--- src/rtl/vga_timing_pkg.sv ---
// -----------------------------------------------------------------------------
// vga_timing_pkg
//   Shared constants and helpers for the VGA raster timing generator.
//   - Default 640x480@60 timing (25.175 MHz pixel rate) used as parameter
//     defaults by vga_timing_gen.
//   - Helpers that derive the total line/frame length and the sync window
//     bounds from the four segment lengths (active, front porch, sync, back
//     porch), plus a sanity check used at elaboration time.
// -----------------------------------------------------------------------------
package vga_timing_pkg;

  // Default horizontal timing (pixels)
  localparam int unsigned DEF_H_ACTIVE = 640;
  localparam int unsigned DEF_H_FP     = 16;
  localparam int unsigned DEF_H_SYNC   = 96;
  localparam int unsigned DEF_H_BP     = 48;

  // Default vertical timing (lines)
  localparam int unsigned DEF_V_ACTIVE = 480;
  localparam int unsigned DEF_V_FP     = 10;
  localparam int unsigned DEF_V_SYNC   = 2;
  localparam int unsigned DEF_V_BP     = 33;

  // Default counter widths
  localparam int unsigned DEF_CNT_W    = 10;
  localparam int unsigned DEF_FRAME_W  = 8;

  // Total length of one line or one frame: segments are laid out as
  // active, front porch, sync, back porch.
  function automatic int unsigned calc_total(
    input int unsigned active,
    input int unsigned fp,
    input int unsigned sync,
    input int unsigned bp
  );
    return active + fp + sync + bp;
  endfunction

  // First count value inside the sync window.
  function automatic int unsigned sync_first(
    input int unsigned active,
    input int unsigned fp
  );
    return active + fp;
  endfunction

  // Last count value inside the sync window (inclusive).
  function automatic int unsigned sync_last(
    input int unsigned active,
    input int unsigned fp,
    input int unsigned sync
  );
    return active + fp + sync - 1;
  endfunction

  // True when every segment is non-empty and the largest count value
  // (total-1) fits in a cnt_w-bit counter.
  function automatic bit params_ok(
    input int unsigned active,
    input int unsigned fp,
    input int unsigned sync,
    input int unsigned bp,
    input int unsigned cnt_w
  );
    longint unsigned total_m1;
    longint unsigned limit;
    if (active == 0 || fp == 0 || sync == 0 || bp == 0) begin
      return 1'b0;
    end
    total_m1 = longint'(calc_total(active, fp, sync, bp)) - 1;
    limit    = (64'd1 << cnt_w) - 1;
    return total_m1 <= limit;
  endfunction

  // Default sync windows (656..751 horizontally, 490..491 vertically)
  localparam int unsigned DEF_HS_FIRST = sync_first(DEF_H_ACTIVE, DEF_H_FP);
  localparam int unsigned DEF_HS_LAST  = sync_last(DEF_H_ACTIVE, DEF_H_FP, DEF_H_SYNC);
  localparam int unsigned DEF_VS_FIRST = sync_first(DEF_V_ACTIVE, DEF_V_FP);
  localparam int unsigned DEF_VS_LAST  = sync_last(DEF_V_ACTIVE, DEF_V_FP, DEF_V_SYNC);

endpackage

--- src/rtl/wrap_counter.sv ---
// -----------------------------------------------------------------------------
// wrap_counter
//   Modulo-(MAX+1) up counter. Advances on clock edges with inc=1 and wraps
//   from MAX back to 0. Resets to MAX so that the first increment after reset
//   lands on 0.
//   Ports:
//     clk     in   system clock
//     rst_n   in   asynchronous active-low reset
//     inc     in   advance by one on this edge
//     count   out  current value, 0..MAX
//     at_max  out  registered flag, high while count==MAX
// -----------------------------------------------------------------------------
module wrap_counter
  import vga_timing_pkg::*;
#(
  parameter int unsigned MAX = DEF_H_ACTIVE + DEF_H_FP + DEF_H_SYNC + DEF_H_BP - 1,
  parameter int unsigned W   = DEF_CNT_W
) (
  input  logic         clk,
  input  logic         rst_n,
  input  logic         inc,
  output logic [W-1:0] count,
  output logic         at_max
);

  localparam logic [W-1:0] MAX_V = W'(MAX);

  logic [W-1:0] count_next;

  always_comb begin
    count_next = count;
    if (inc) begin
      count_next = at_max ? '0 : count + 1'b1;
    end
  end

  // at_max is computed from the next value so it is already valid in the
  // cycle the counter shows MAX; users need no extra comparator.
  always_ff @(posedge clk or negedge rst_n) begin
    if (!rst_n) begin
      count  <= MAX_V;
      at_max <= 1'b1;
    end else begin
      count  <= count_next;
      at_max <= (count_next == MAX_V);
    end
  end

endmodule

--- src/rtl/vga_timing_gen.sv ---
// -----------------------------------------------------------------------------
// vga_timing_gen
//   Parametrised VGA raster timing generator. A horizontal and a vertical
//   wrap_counter form the raster position; sync, active and strobe outputs
//   are registered from the position the counters move to on the same edge,
//   so every decoded output lines up with the h_count/v_count it describes.
//   Ports:
//     clk          in   system clock
//     rst_n        in   asynchronous active-low reset
//     en           in   pixel-rate enable; state advances only when high
//     h_count      out  pixel position in line, 0..H_TOTAL-1
//     v_count      out  line position in frame, 0..V_TOTAL-1
//     hsync        out  horizontal sync, asserted level = H_SYNC_POL
//     vsync        out  vertical sync, asserted level = V_SYNC_POL
//     active       out  high inside the visible area
//     line_end     out  high while h_count==H_TOTAL-1
//     frame_start  out  high while h_count==0 and v_count==0
//     frame_cnt    out  completed-frame count, wraps modulo 2^FRAME_W
// -----------------------------------------------------------------------------
module vga_timing_gen
  import vga_timing_pkg::*;
#(
  parameter int unsigned H_ACTIVE   = DEF_H_ACTIVE,
  parameter int unsigned H_FP       = DEF_H_FP,
  parameter int unsigned H_SYNC     = DEF_H_SYNC,
  parameter int unsigned H_BP       = DEF_H_BP,
  parameter int unsigned V_ACTIVE   = DEF_V_ACTIVE,
  parameter int unsigned V_FP       = DEF_V_FP,
  parameter int unsigned V_SYNC     = DEF_V_SYNC,
  parameter int unsigned V_BP       = DEF_V_BP,
  parameter bit          H_SYNC_POL = 1'b0,
  parameter bit          V_SYNC_POL = 1'b0,
  parameter int unsigned CNT_W      = DEF_CNT_W,
  parameter int unsigned FRAME_W    = DEF_FRAME_W
) (
  input  logic               clk,
  input  logic               rst_n,
  input  logic               en,
  output logic [CNT_W-1:0]   h_count,
  output logic [CNT_W-1:0]   v_count,
  output logic               hsync,
  output logic               vsync,
  output logic               active,
  output logic               line_end,
  output logic               frame_start,
  output logic [FRAME_W-1:0] frame_cnt
);

  // ---------------------------------------------------------------------------
  // Derived timing
  // ---------------------------------------------------------------------------
  localparam int unsigned H_TOTAL = calc_total(H_ACTIVE, H_FP, H_SYNC, H_BP);
  localparam int unsigned V_TOTAL = calc_total(V_ACTIVE, V_FP, V_SYNC, V_BP);

  localparam logic [CNT_W-1:0] H_MAX      = CNT_W'(H_TOTAL - 1);
  localparam logic [CNT_W-1:0] H_ACT_END  = CNT_W'(H_ACTIVE);
  localparam logic [CNT_W-1:0] V_ACT_END  = CNT_W'(V_ACTIVE);
  localparam logic [CNT_W-1:0] HS_FIRST   = CNT_W'(sync_first(H_ACTIVE, H_FP));
  localparam logic [CNT_W-1:0] HS_LAST    = CNT_W'(sync_last(H_ACTIVE, H_FP, H_SYNC));
  localparam logic [CNT_W-1:0] VS_FIRST   = CNT_W'(sync_first(V_ACTIVE, V_FP));
  localparam logic [CNT_W-1:0] VS_LAST    = CNT_W'(sync_last(V_ACTIVE, V_FP, V_SYNC));

  // ---------------------------------------------------------------------------
  // Elaboration-time parameter checks
  // ---------------------------------------------------------------------------
  if (!params_ok(H_ACTIVE, H_FP, H_SYNC, H_BP, CNT_W)) begin : g_bad_h_timing
    $error("vga_timing_gen: horizontal segment is zero or H_TOTAL-1 exceeds CNT_W");
  end
  if (!params_ok(V_ACTIVE, V_FP, V_SYNC, V_BP, CNT_W)) begin : g_bad_v_timing
    $error("vga_timing_gen: vertical segment is zero or V_TOTAL-1 exceeds CNT_W");
  end
  if (FRAME_W == 0) begin : g_bad_frame_w
    $error("vga_timing_gen: FRAME_W must be at least 1");
  end

  // ---------------------------------------------------------------------------
  // Raster position counters
  // ---------------------------------------------------------------------------
  logic h_at_max;
  logic v_at_max;
  logic v_inc;

  // The vertical counter steps on the edge that wraps the horizontal one.
  assign v_inc = en && h_at_max;

  wrap_counter #(
    .MAX (H_TOTAL - 1),
    .W   (CNT_W)
  ) u_h_counter (
    .clk    (clk),
    .rst_n  (rst_n),
    .inc    (en),
    .count  (h_count),
    .at_max (h_at_max)
  );

  wrap_counter #(
    .MAX (V_TOTAL - 1),
    .W   (CNT_W)
  ) u_v_counter (
    .clk    (clk),
    .rst_n  (rst_n),
    .inc    (v_inc),
    .count  (v_count),
    .at_max (v_at_max)
  );

  // ---------------------------------------------------------------------------
  // Position the counters move to on the next enabled edge. Decoded outputs
  // are registered from this so they never lag the counters by a pixel.
  // ---------------------------------------------------------------------------
  logic [CNT_W-1:0] h_step;
  logic [CNT_W-1:0] v_step;

  always_comb begin
    h_step = h_at_max ? '0 : h_count + 1'b1;
    v_step = v_count;
    if (h_at_max) begin
      v_step = v_at_max ? '0 : v_count + 1'b1;
    end
  end

  logic hsync_next;
  logic vsync_next;
  logic active_next;
  logic line_end_next;
  logic frame_start_next;
  logic frame_wrap;

  always_comb begin
    hsync_next       = ((h_step >= HS_FIRST) && (h_step <= HS_LAST)) ? H_SYNC_POL : ~H_SYNC_POL;
    vsync_next       = ((v_step >= VS_FIRST) && (v_step <= VS_LAST)) ? V_SYNC_POL : ~V_SYNC_POL;
    active_next      = (h_step < H_ACT_END) && (v_step < V_ACT_END);
    line_end_next    = (h_step == H_MAX);
    frame_start_next = (h_step == '0) && (v_step == '0);
    frame_wrap       = h_at_max && v_at_max;
  end

  // ---------------------------------------------------------------------------
  // Output registers
  // ---------------------------------------------------------------------------
  logic               hsync_reg;
  logic               vsync_reg;
  logic               active_reg;
  logic               line_end_reg;
  logic               frame_start_reg;
  logic [FRAME_W-1:0] frame_cnt_reg;
  // Low until the first enabled edge after reset. The reset position sits at
  // the last pixel of a frame, so that first edge is a frame wrap that must
  // not be counted as a completed frame.
  logic               started_reg;

  always_ff @(posedge clk or negedge rst_n) begin
    if (!rst_n) begin
      hsync_reg       <= ~H_SYNC_POL;
      vsync_reg       <= ~V_SYNC_POL;
      active_reg      <= 1'b0;
      line_end_reg    <= 1'b1;
      frame_start_reg <= 1'b0;
      frame_cnt_reg   <= '0;
      started_reg     <= 1'b0;
    end else if (en) begin
      hsync_reg       <= hsync_next;
      vsync_reg       <= vsync_next;
      active_reg      <= active_next;
      line_end_reg    <= line_end_next;
      frame_start_reg <= frame_start_next;
      started_reg     <= 1'b1;
      if (frame_wrap && started_reg) begin
        frame_cnt_reg <= frame_cnt_reg + 1'b1;
      end
    end
  end

  assign hsync       = hsync_reg;
  assign vsync       = vsync_reg;
  assign active      = active_reg;
  assign line_end    = line_end_reg;
  assign frame_start = frame_start_reg;
  assign frame_cnt   = frame_cnt_reg;

endmodule

--- config.mk ---
export PLATFORM = sky130hd
export DESIGN_NAME = vga_timing_gen
export DESIGN_NICKNAME = d
export VERILOG_FILES = /design/src/rtl/vga_timing_pkg.sv /design/src/rtl/wrap_counter.sv /design/src/rtl/vga_timing_gen.sv
export SDC_FILE = /design/constraint.sdc
export NUM_CORES = 1
export LEC_CHECK = 0
export CAP_MARGIN = 20
export CORE_UTILIZATION = 39
export CTS_CLUSTER_SIZE = 14
export DETAILED_ROUTE_END_ITERATION = 8
export PLACE_DENSITY = 0.67
export SYNTH_ARGS = -nofsm -noshare
export SYNTH_HDL_FRONTEND = slang
export SYNTH_HIERARCHICAL = 1
export SYNTH_SLANG_ARGS = --single-unit
--- constraint.sdc ---
create_clock -name clk -period 4.4 [get_ports clk]
set_clock_uncertainty 0.2 [all_clocks]
set_input_delay 0.44 -clock clk [delete_from_list [all_inputs] [get_ports clk]]
set_output_delay 0.44 -clock clk [all_outputs]
set_load 0.01 [all_outputs]
# [Word-level counts from Yosys, hierarchy flattened]
# Index checks and enable logic that the tools add are counted.
[op_classes] reduce_logical=10 n_eq_ne=3 div=0 mul=0 magnitude_cmp=6 add_sub_neg=3 shift=0 mux=7 bitwise_logic=0
[ops] op="10-bit two-way mux" n=5
[ops] op="10-bit == test, second input constant" n=3
[ops] op="10-bit by 1-bit adder with 10-bit output, second input constant" n=2
[ops] op="10-bit logical NOT" n=2
[ops] op="10-bit >= comparator, second input constant" n=1
[ops] op="10-bit by 9-bit >= comparator with 1-bit output, second input constant" n=1
[ops] op="10-bit less-or-equal comparator, second input constant" n=1
[ops] op="10-bit by 9-bit less-or-equal comparator with 1-bit output, second input constant" n=1
[ops] op="10-bit < comparator, second input constant" n=1
[ops] op="10-bit by 9-bit < comparator with 1-bit output, second input constant" n=1
[ops] op="8-bit by 1-bit adder with 8-bit output, second input constant" n=1
[ops] op="1-bit logical AND" n=7
[ops] op="1-bit two-way mux" n=2
[ops] op="2-bit AND reduction" n=1
[totals] output_inout_bits=33 romBits=0 reg_bits=36 n_memories=0 mem_bits_rw=0 latchBits=0

# [Longest topological paths before layout]
# Gate-level depths: netlist (run 1).
[depth] word_depth=6 ltp_mapped=9 mapped_depth_nobuf=6

# [Cells and area by module]
# The synthesis (run 1) kept the hierarchy.
[modules_own_cells] module="vga_timing_gen" area_each_um2=1370.1 cells_each=164 instances=1
[modules_own_cells] module="wrap_counter (u_v_counter)" area_each_um2=669.4 cells_each=68 instances=1
[modules_own_cells] module="wrap_counter (u_h_counter)" area_each_um2=619.3 cells_each=60 instances=1

# [Worst setup path after synthesis (run 1)]
# Ideal clock, no wire load.
[synth_path] path_type="register to register" startpoint="reg u_h_counter.at_max" endpoint="reg u_v_counter.at_max" stages_incl_launch_ff=10 synth_period_minus_slack_ps=2543 setup_slack_ps=1857 arrival_ps=2253 setup_ps=90 cell_sequence="dfstp_2 -> buf_2 -> buf_1 -> and2_1 -> buf_6 -> and2_0 -> clkbuf_1 -> a41oi_1 -> a211o_1 -> nor4_2"
[synth_via] elab_chain_len=3
[synth_rtl] item="start, declared" line="wrap_counter.sv:23" text="output logic at_max"
[synth_rtl] item="start signal, assigned" line="wrap_counter.sv:45" text="at_max <= (count_next == MAX_V);"
[synth_rtl] item="1-bit logical AND" line="vga_timing_gen.sv:84" text="assign v_inc = en && h_at_max;"
[synth_rtl] item="via v_inc" line="vga_timing_gen.sv:81" text="logic v_inc;"
[synth_rtl] item="10-bit two-way mux" line="wrap_counter.sv:32" text="if (inc) begin"
[synth_rtl] item="10-bit == test" line="wrap_counter.sv:45"
[synth_rtl] item="end signal, assigned" line="wrap_counter.sv:45"
[synth_rtl] item="end, declared" line="wrap_counter.sv:23"
# The timed path passes the listed nets, and every way through them passes these cells.
# A chain may end at the register's enable or synchronous reset.

# [Final worst setup path (run 1)]
# Same ends and word-level chain as after synthesis.

==> results.md, run 1 <==
CTS:
- The clock tree from TritonCTS is built.
- The CTS buffer count is 5.
- The cell sitting at the root of the clock tree is a sky130_fd_sc_hd__clkbuf_8.
- The clock tree synthesis step divided the H-tree into 2 levels.
- No sink is reached through more buffers than the 2 on the longest clock path.
- The clock latency reported for the late side of the worst-skew pair is 0.30 ns.
- The clock net sink count is 36.
- Post-CTS timing repair inserted 0 buffers for setup.
- The count of cells resized by post-cts repair is 0.
- The number of hold buffers added after CTS was 0.
- The clock transition at the register clock pins on the worst setup and hold paths after CTS is 0.08 ns.

Power and ir drop:
- The worst voltage drop across the vdd grid is 0.218 mV.
- The clock network fraction of design power is 23.0%.
- Internal power comes to 0.655 mW.
- The sequential share of power is 48.4%.
- Combinational logic is responsible for 28.5% of the overall power.
- The fraction of power spent switching nets is 37.4%.
- In this run the power density over the cells is 338 mW/mm^2.
- Summed over all cells, the static leakage comes to 1.12 nW.
- Summed over all nets, the switching power comes to 0.392 mW.

GRT:
- The initial antenna violation count is 0.
- The aggregate global routing overflow is 0.
- The first global-routing pass estimated 10.2 mm of wire.
- Entering global routing, the biggest net connects 37 pins.
- The most used routing layer is met2.
- Global routing consumed, on the met2 layer, 26.8% of the routing resources.
- The via count of the first global-routing pass was 2121.
- For met1 alone, demand over resource in global routing was 25.2%.
- The global-route usage over all layers is 17.4%.
- In the global route stage, met3 resource usage came out at 3.05%.

Die:
- The floorplan has 29 rows.
- The initial core utilization is 41.2%.
- The count of boundary I/O pins is 36.
- The die width is 84.6 um.
- The die covers 0.00715 mm^2.
- The core region is 0.00646 mm^2.
- In this run the vertical extent of the chip is 84.6 um.

Placement:
- The cell count after placement is 388.
- The port buffer count is 35.
- In this run the cell area measured after placement is 0.00301 mm^2.
- Detailed placement ended at an HPWL of 3.96 mm.
- Routability-driven placement finished with a final weighted congestion of 0.762.

STA:
- The number of max-slew violations in the final report is 0.
- In the final timing run, aggregate negative setup slack is 0 ns.
- The achievable frequency is 375 MHz.
- The number of hold violations in the final report was 0.
- At the pin with the least slew margin, the transition time is 0.810 ns.
- The minimum clock period after layout is 2.66 ns.
- Setup violations remaining at the end of the flow were counted as 0.
- The worst path uses 60.6% of the clock period.
- Setup repair after global routing left no endpoint under its margin.
- The worst slew margin relative to its limit is 46.0%.

Synth:
- Yosys instantiated no cell more often than sky130_fd_sc_hd__nor2_1.
- The share of the Yosys chip area taken by registers is 34.6%.
- The share of synthesized registers carrying an async set or reset is 100%.
- For this run, the number of Yosys warnings is 6.
- The number of library cell types mapped by synthesis is 74.
- After synthesis, the most frequently instantiated cells are 22 x sky130_fd_sc_hd__nor2_1, 21 x sky130_fd_sc_hd__dfrtp_1, 18 x sky130_fd_sc_hd__o21ai_0, 18 x sky130_fd_sc_hd__xnor2_1, 17 x sky130_fd_sc_hd__nand2_1.
- The post-synthesis instance total is 292.
- For this run, the leading register cell type out of synthesis is sky130_fd_sc_hd__dfrtp_1.
- After synthesis the netlist holds a flip-flop and latch count of 36.
- The area fraction of the dominant cell type after synthesis is 19.8%.
- The synthesized design spends more area on one cell type than any other, namely sky130_fd_sc_hd__dfrtp_1.
- The summed instance area of the synthesized netlist is 0.00266 mm^2.
- In the post-synthesis netlist, the biggest area contributors are sky130_fd_sc_hd__dfrtp_1 20%, sky130_fd_sc_hd__dfstp_2 15%, sky130_fd_sc_hd__xnor2_1 5.9%, sky130_fd_sc_hd__o21ai_0 3.4%, sky130_fd_sc_hd__nor2_1 3.1%.
- Each instance of the synthesized netlist takes up on average 9.11 um^2.
- The count of flip-flops with a built-in enable after synthesis is 0.
- The synthesized net count is 300.

Setup path:
- The kind of start point of the critical path is a flip-flop.
- In this run the critical register-to-register path is launched from u_h_counter/at_max$_DFF_PN1_.
- Counting both buffers and inverters, the worst setup path holds a total of 0.
- The worst register-to-register path has a depth of 5.
- The path type of the worst setup path is reg -> reg.
- The highest-delay cell along the critical path is sky130_fd_sc_hd__dfstp_2.
- The required time reported for the critical path endpoint is 4.41 ns.
- The kind of capture point of the worst setup path is a flip-flop.
- The critical path goes through and2_1 -> and2_0 -> a41oi_1 -> a211o_1 -> nor4_2.
- The arrival time of data at the critical path endpoint is 2.68 ns.
- The reg-to-reg critical path endpoint is u_v_counter/at_max$_DFF_PN1_.
- The register-to-register setup slack is 1.74 ns.
- The largest stage delay on the critical path is 0.87 ns.
- The largest fanout on the critical path is 30.
- The kind of cell with the highest combined delay along the critical path is simple AND/OR/NAND/NOR gates.

Finish:
- The non-filler instance count after layout is 396.
- The post-layout net count is 326.
- After filler insertion, the fill cell instance count of the layout stands at 624.
- Cells with a size suffix above 1 make up 15.7% of the layout.
- The number of antenna diodes in the final layout is 0.
- The share of the core filled with cells is 47.9%.
- Summing all non-filler instances in the final layout gives an area of 0.00310 mm^2.
- The synthesis-to-layout area growth is 16.4%.

Detailed routing:
- The pre-antenna-repair detailed-routing pass consisted of 6 iterations.
- The detailed-route vias per instance is 5.80.
- The residual DRC count is 8.
- For this block, the initial DRC count from the detailed router was 138.
- Summed over all layers, the routed wires come to 6.02 mm.
- Dividing the detail-routed wire length by the instance count gives 15.2 um.
- The routed layout has 2297 vias.
- The number of antenna-violating nets in the routed design is 0.

Run status:
- The checks that failed: design-rule violations.
- The run finished, with violations left.

Min path:
- The tightest min-delay check is of the in -> async type.

Flow run:
- The max-capacitance violation count is 0.
==> routing by layer <==
layer  vias up  share of wire, %
met3         2               3.8
met2        46                45
met5         -                 0
met1      1110                50
met4         0              0.57
li1       1139                 -
==> metrics by stage <==
step | hold WS [ns] | setup slack (ns) | power (mW)
detailed placement | 0.244 | 1.53 | 0.806
CTS | 0.0560 | 1.79 | 1.05
finish | 0.0283 | 1.74 | 1.05
global route | 0.0871 | 1.62 | 1.12
floorplan | -0.0556 | 1.86 | 0.706
global placement | 0.240 | 1.60 | 0.801
==> how the worst max path moves through the flow <==
stage | slack (ns) | cells after the start | end | startpoint
finish | 1.74 | 5 | u_v_counter/at_max$_DFF_PN1_ | u_h_counter/at_max$_DFF_PN1_
global route | 1.62 | 6 | u_v_counter/at_max$_DFF_PN1_ | u_h_counter/at_max$_DFF_PN1_
CTS | 1.79 | 5 | u_v_counter/at_max$_DFF_PN1_ | u_h_counter/at_max$_DFF_PN1_
detailed placement | 1.53 | 7 | u_v_counter/at_max$_DFF_PN1_ | en
global placement | 1.60 | 8 | u_v_counter/at_max$_DFF_PN1_ | en
floorplan | 1.86 | 9 | u_v_counter/at_max$_DFF_PN1_ | u_h_counter/at_max$_DFF_PN1_
==> area by class of cell <==
type,instances,area [um^2],area share [%]
sequential,36,920,29.7
clock buffer,6,72.6,2.34
inverter,12,45.0,1.46
tap,77,96.3,3.11
clock inverter,2,16.3,0.525
multi-input combinational,227,1590,51.5
timing repair buffer,36,353,11.4
==> cell families (layout without fill, tap and decap cells) <==
| kind of cell | after synthesis | after routing | synth area share [%] |
|---|---|---|---|
| fa+ha+maj | 5 | 5 | 2.35 |
| simple gates | 126 | 126 | 30.1 |
| buf+inv | 29 | 56 | 5.51 |
| compound gates | 66 | 66 | 17.1 |
| mux | 6 | 6 | 2.45 |
| flops | 36 | 36 | 34.6 |
| xor+xnor | 24 | 24 | 7.91 |
==> placed cells by master, fill, tap and decap left out, types with 3 or more instances in the layout <==
| cell | instances |
|---|---|
| sky130_fd_sc_hd__o21ai_0 | 18 |
| sky130_fd_sc_hd__nand2_1 | 17 |
| sky130_fd_sc_hd__nand3_1 | 10 |
| sky130_fd_sc_hd__a31oi_1 | 4 |
| sky130_fd_sc_hd__nor3_1 | 7 |
| sky130_fd_sc_hd__clkdlybuf4s50_1 | 34 |
| sky130_fd_sc_hd__xor2_1 | 6 |
| sky130_fd_sc_hd__nor3_2 | 3 |
| sky130_fd_sc_hd__nand4_2 | 3 |
| sky130_fd_sc_hd__nand2b_1 | 4 |
| sky130_fd_sc_hd__xnor2_1 | 18 |
| sky130_fd_sc_hd__or3_1 | 4 |
| sky130_fd_sc_hd__nand3b_1 | 4 |
| sky130_fd_sc_hd__dfstp_2 | 15 |
| sky130_fd_sc_hd__inv_1 | 12 |
| sky130_fd_sc_hd__a21oi_1 | 10 |
| sky130_fd_sc_hd__dfrtp_1 | 21 |
| sky130_fd_sc_hd__nand4_1 | 12 |
| sky130_fd_sc_hd__nor4_1 | 5 |
| sky130_fd_sc_hd__o21a_1 | 3 |
| sky130_fd_sc_hd__clkbuf_8 | 5 |
| sky130_fd_sc_hd__and3_1 | 5 |
| sky130_fd_sc_hd__nor2_1 | 22 |
| sky130_fd_sc_hd__ha_1 | 5 |
| sky130_fd_sc_hd__mux2_2 | 4 |
| sky130_fd_sc_hd__nor2b_1 | 3 |
| sky130_fd_sc_hd__o31a_1 | 3 |
==> power by group through the flow <==
stage                     Clock (mW)  Combinational (mW)  Sequential (mW)
after floorplan                    0               0.245            0.460
after detailed placement           0               0.294            0.512
final                          0.241               0.299            0.507
after global routing           0.264               0.333            0.519
after CTS                      0.250               0.298            0.505
after global placement             0               0.292            0.509
Note: power is estimated with default switching activity, not from simulation.
==> run 2: changes to the inputs <==
Settings changed: PLACE_DENSITY 0.67 to 0.69.
Clock period 4.4 ns to 2.3 ns, I/O delays scaled along.
==> run 2 against run 1 <==
The run still ends with design-rule violations left. Clock power rose by 100%. Global-route usage is 1.5 points higher. Wire length increased by 10%. Worst setup slack got worse by 1.7 ns. Count of clock-buffer cells in the layout stayed put. Design area grew 8.5%. Sequential share of layout area fell by 2.3 points. Worst hold slack gained 0.25 ns. Die area unchanged. Fmax increased by 19%. Combinational power increased to 3.0 times the previous value.
==> results.md, run 2 (synthesis gave the netlist of run 1 again) <==
Run status:
- The flow ran to the end, but the final reports show violations.
- The final reports fail on design-rule violations.

CTS:
- The CTS buffer count is 5 (unchanged).
- The clock tree from TritonCTS is built.
- The clock net sink count is 36 (unchanged).
- The tree is rooted in a sky130_fd_sc_hd__clkbuf_8.
- The clock latency reported for the late side of the worst-skew pair came to 0.30 ns (about the same).
- The clock transition at the register clock pins on the worst setup and hold paths after CTS is 0.08 ns (about the same).
- The clock tree buffer depth came to 2 (unchanged).
- The H-tree depth is 2 (unchanged).

Setup path:
- The kind of start point of the critical path is a flip-flop.
- The startpoint of the most critical register-to-register path is u_h_counter/count[0]$_DFF_PN1_.
- The arrival time of data at the critical path endpoint is 2.23 ns (-0.45 ns).
- The beginning of the critical path is u_h_counter/count[0]$_DFF_PN1_.
- The count of cells along the worst register-to-register path is 6 (+1).
- STA classifies the critical path endpoint as a flip-flop.
- The worst register-to-register path ends at frame_start$_DFFE_PN0P_.
- The largest fanout on the critical path is 6 (-80%).
- The required time reported for the critical path endpoint is 2.29 ns (-2.12 ns).
- The most critical setup path has its endpoint at frame_start$_DFFE_PN0P_.
- The register-to-register setup slack is 0.07 ns (-1.67 ns).
- The critical path in this run is classified as reg -> reg.

Finish:
- The count of fill cells added during filler insertion is 618 (-0.96%).
- Leaving out fill and tap cells, the most frequent cells in the layout are 34 x sky130_fd_sc_hd__clkdlybuf4s50_1, 29 x sky130_fd_sc_hd__buf_4, 22 x sky130_fd_sc_hd__nor2_1, 20 x sky130_fd_sc_hd__dfrtp_1, 18 x sky130_fd_sc_hd__xnor2_1.
- The most common library cell in the layout ignoring fill and taps is sky130_fd_sc_hd__clkdlybuf4s50_1.
- The synthesis-to-layout area growth is 26.4%.
- The count of antenna diodes in the layout is 0 (unchanged).
- The layout cell share with drive strength beyond 1 is 24.7% (+9.0 points).
- The post-layout net count was 355 (+8.9%).

Detailed routing:
- The detailed-route vias per instance is 5.64 (-2.8%).
- The detailed-route wire length per cell is 15.6 um (+2.9%).
- The number of vias after detailed routing is 2396 (+4.3%).
- The number of detailed-routing iterations run before antenna repair is 6 (unchanged).
- The residual DRC count came to 7 (-1).
- The number of DRC markers after the initial detailed-route iteration is 157 (+14%).
- The number of antenna-violating nets in the routed design is 0 (unchanged).
- The routed wire length is 6.64 mm (+10%).

STA:
- The final setup violation count is 0 (unchanged).
- The pin slew with the least headroom to its limit is 0.836 ns (+0.0260 ns).
- The number of hold violations in the final report is 0 (unchanged).
- The worst slew margin relative to its limit is 44.3% (-1.7 points).
- The number of max-slew violations in the final report was 0 (unchanged).
- The ratio of final minimum period to clock period is 97.0% (+36 points).
- The achievable frequency is 448 MHz (+19%).
- The least setup slack across all paths after layout is 0.0682 ns (-1.67 ns).
- The sum of negative setup slack is 0 ns (unchanged).
- The minimum clock period after layout is 2.23 ns (-0.433 ns).

Die:
- The die span in y came to 84.6 um (unchanged).
- The die width is 84.6 um (unchanged).
- The placeable core region came to 0.00646 mm^2 (unchanged).
- The row count is 29 (unchanged).
- The die outline area is 0.00715 mm^2 (unchanged).
- The count of boundary I/O pins is 36 (unchanged).
- The initial core utilization is 41.2% (unchanged).

Placement:
- The placed wire-length estimate after detailed placement is 4.80 mm (+21%).
- The routability congestion estimate was 0.847 (+11%).
- The setup slack after placement is 0.0726 ns (-1.46 ns).
- The port buffer count is 35 (unchanged).

Min path:
- The worst min-delay path category is reg -> reg.
- In this run the most critical hold path is launched from started_reg$_DFFE_PN0P_.

Power and ir drop:
- The static power due to leakage is 1.28 nW (+14%).
- The total chip power is 2.19 mW (+110%).
- The power density relative to cell area is 651 mW/mm^2 (+92%).
- The worst voltage drop across the vdd grid is 0.381 mV (+75%).

GRT:
- The global-route usage over all layers is 19.0% (+1.5 points).
- The via count of the first global-routing pass is 2219 (+4.6%).
- The largest net degree at the start of global routing is 37 (unchanged).
- The global-route wire length before repair was 10.8 mm (+6.5%).
- The aggregate global routing overflow is 0 (unchanged).
- The initial antenna violation count is 0 (unchanged).

Flow run:
- The max-capacitance violation count came to 0 (unchanged).
## run 2: worst max-delay path, cell delays in order, from the launching register on
cell	delay [ns]
sky130_fd_sc_hd__dfstp_2	0.57
sky130_fd_sc_hd__ha_4	0.17
sky130_fd_sc_hd__nand3_2	0.11
sky130_fd_sc_hd__o21ai_2	0.16
sky130_fd_sc_hd__a21oi_2	0.09
sky130_fd_sc_hd__or4_1	0.55
sky130_fd_sc_hd__o41ai_2	0.27
## run 2: per-stage QoR
stage	instance area, um^2	utilization [%]	cells	hold slack, ns
4_1_cts	3340	51.7	424	0.281
3_3_place_gp	3230	50.0	415	0.169
3_5_place_dp	3230	50.0	415	0.185
2_1_floorplan	2690	-	292	-0.266
6_report	3360	52.0	425	0.279
5_1_grt	3360	52.0	425	0.296
## run 2: area by class of cell
type	count	area [um^2]	share of cell area [%]
Tap cell	77	96.3	2.87
Clock buffer	6	82.6	2.46
Inverter	12	45.0	1.34
Clock inverter	2	13.8	0.410
Multi-Input combinational cell	227	1630	48.5
Timing Repair Buffer	65	573	17.1
Sequential cell	36	921	27.4
## run 2: report_power, final
part / internal, mW / switching [mW] / leakage [nW]
Clock: 0.245 / 0.248 / 0.0516
Combinational: 0.422 / 0.466 / 0.797
Sequential: 0.725 / 0.0791 / 0.430
Total: 1.39 / 0.793 / 1.28
## run 2: repair_timing
action,in CTS,in global routing
hold endpoints to repair,21,0
setup buffers,0,1
hold buffers,1,0
endpoints found under the setup margin,0,3
gates resized for setup,0,5
## run 2: routing by layer
layer / vias up / global-route usage (%) / wire length [um] / share of wire, %
li1: 1197 / - / - / -
met1: 1155 / 26.5 / 3240 / 49
met2: 39 / 29.5 / 3130 / 47
met3: 5 / 3.44 / 186 / 2.8
met4: 0 / 6.78 / 87 / 1.3
met5: - / 0 / 0 / 0
## run 2: how the worst min path moves through the flow
stage,slack (ns),cells past startpoint,endpoint
4_1_cts,0.28,1,started_reg$_DFFE_PN0P_
3_5_place_dp,0.19,1,u_v_counter/count[7]$_DFF_PN0_
5_1_grt,0.30,1,frame_cnt[7]$_DFFE_PN0P_
6_report,0.28,1,started_reg$_DFFE_PN0P_
2_1_floorplan,-0.27,0,active$_DFFE_PN0P_
3_3_place_gp,0.17,1,u_v_counter/count[8]$_DFF_PN0_
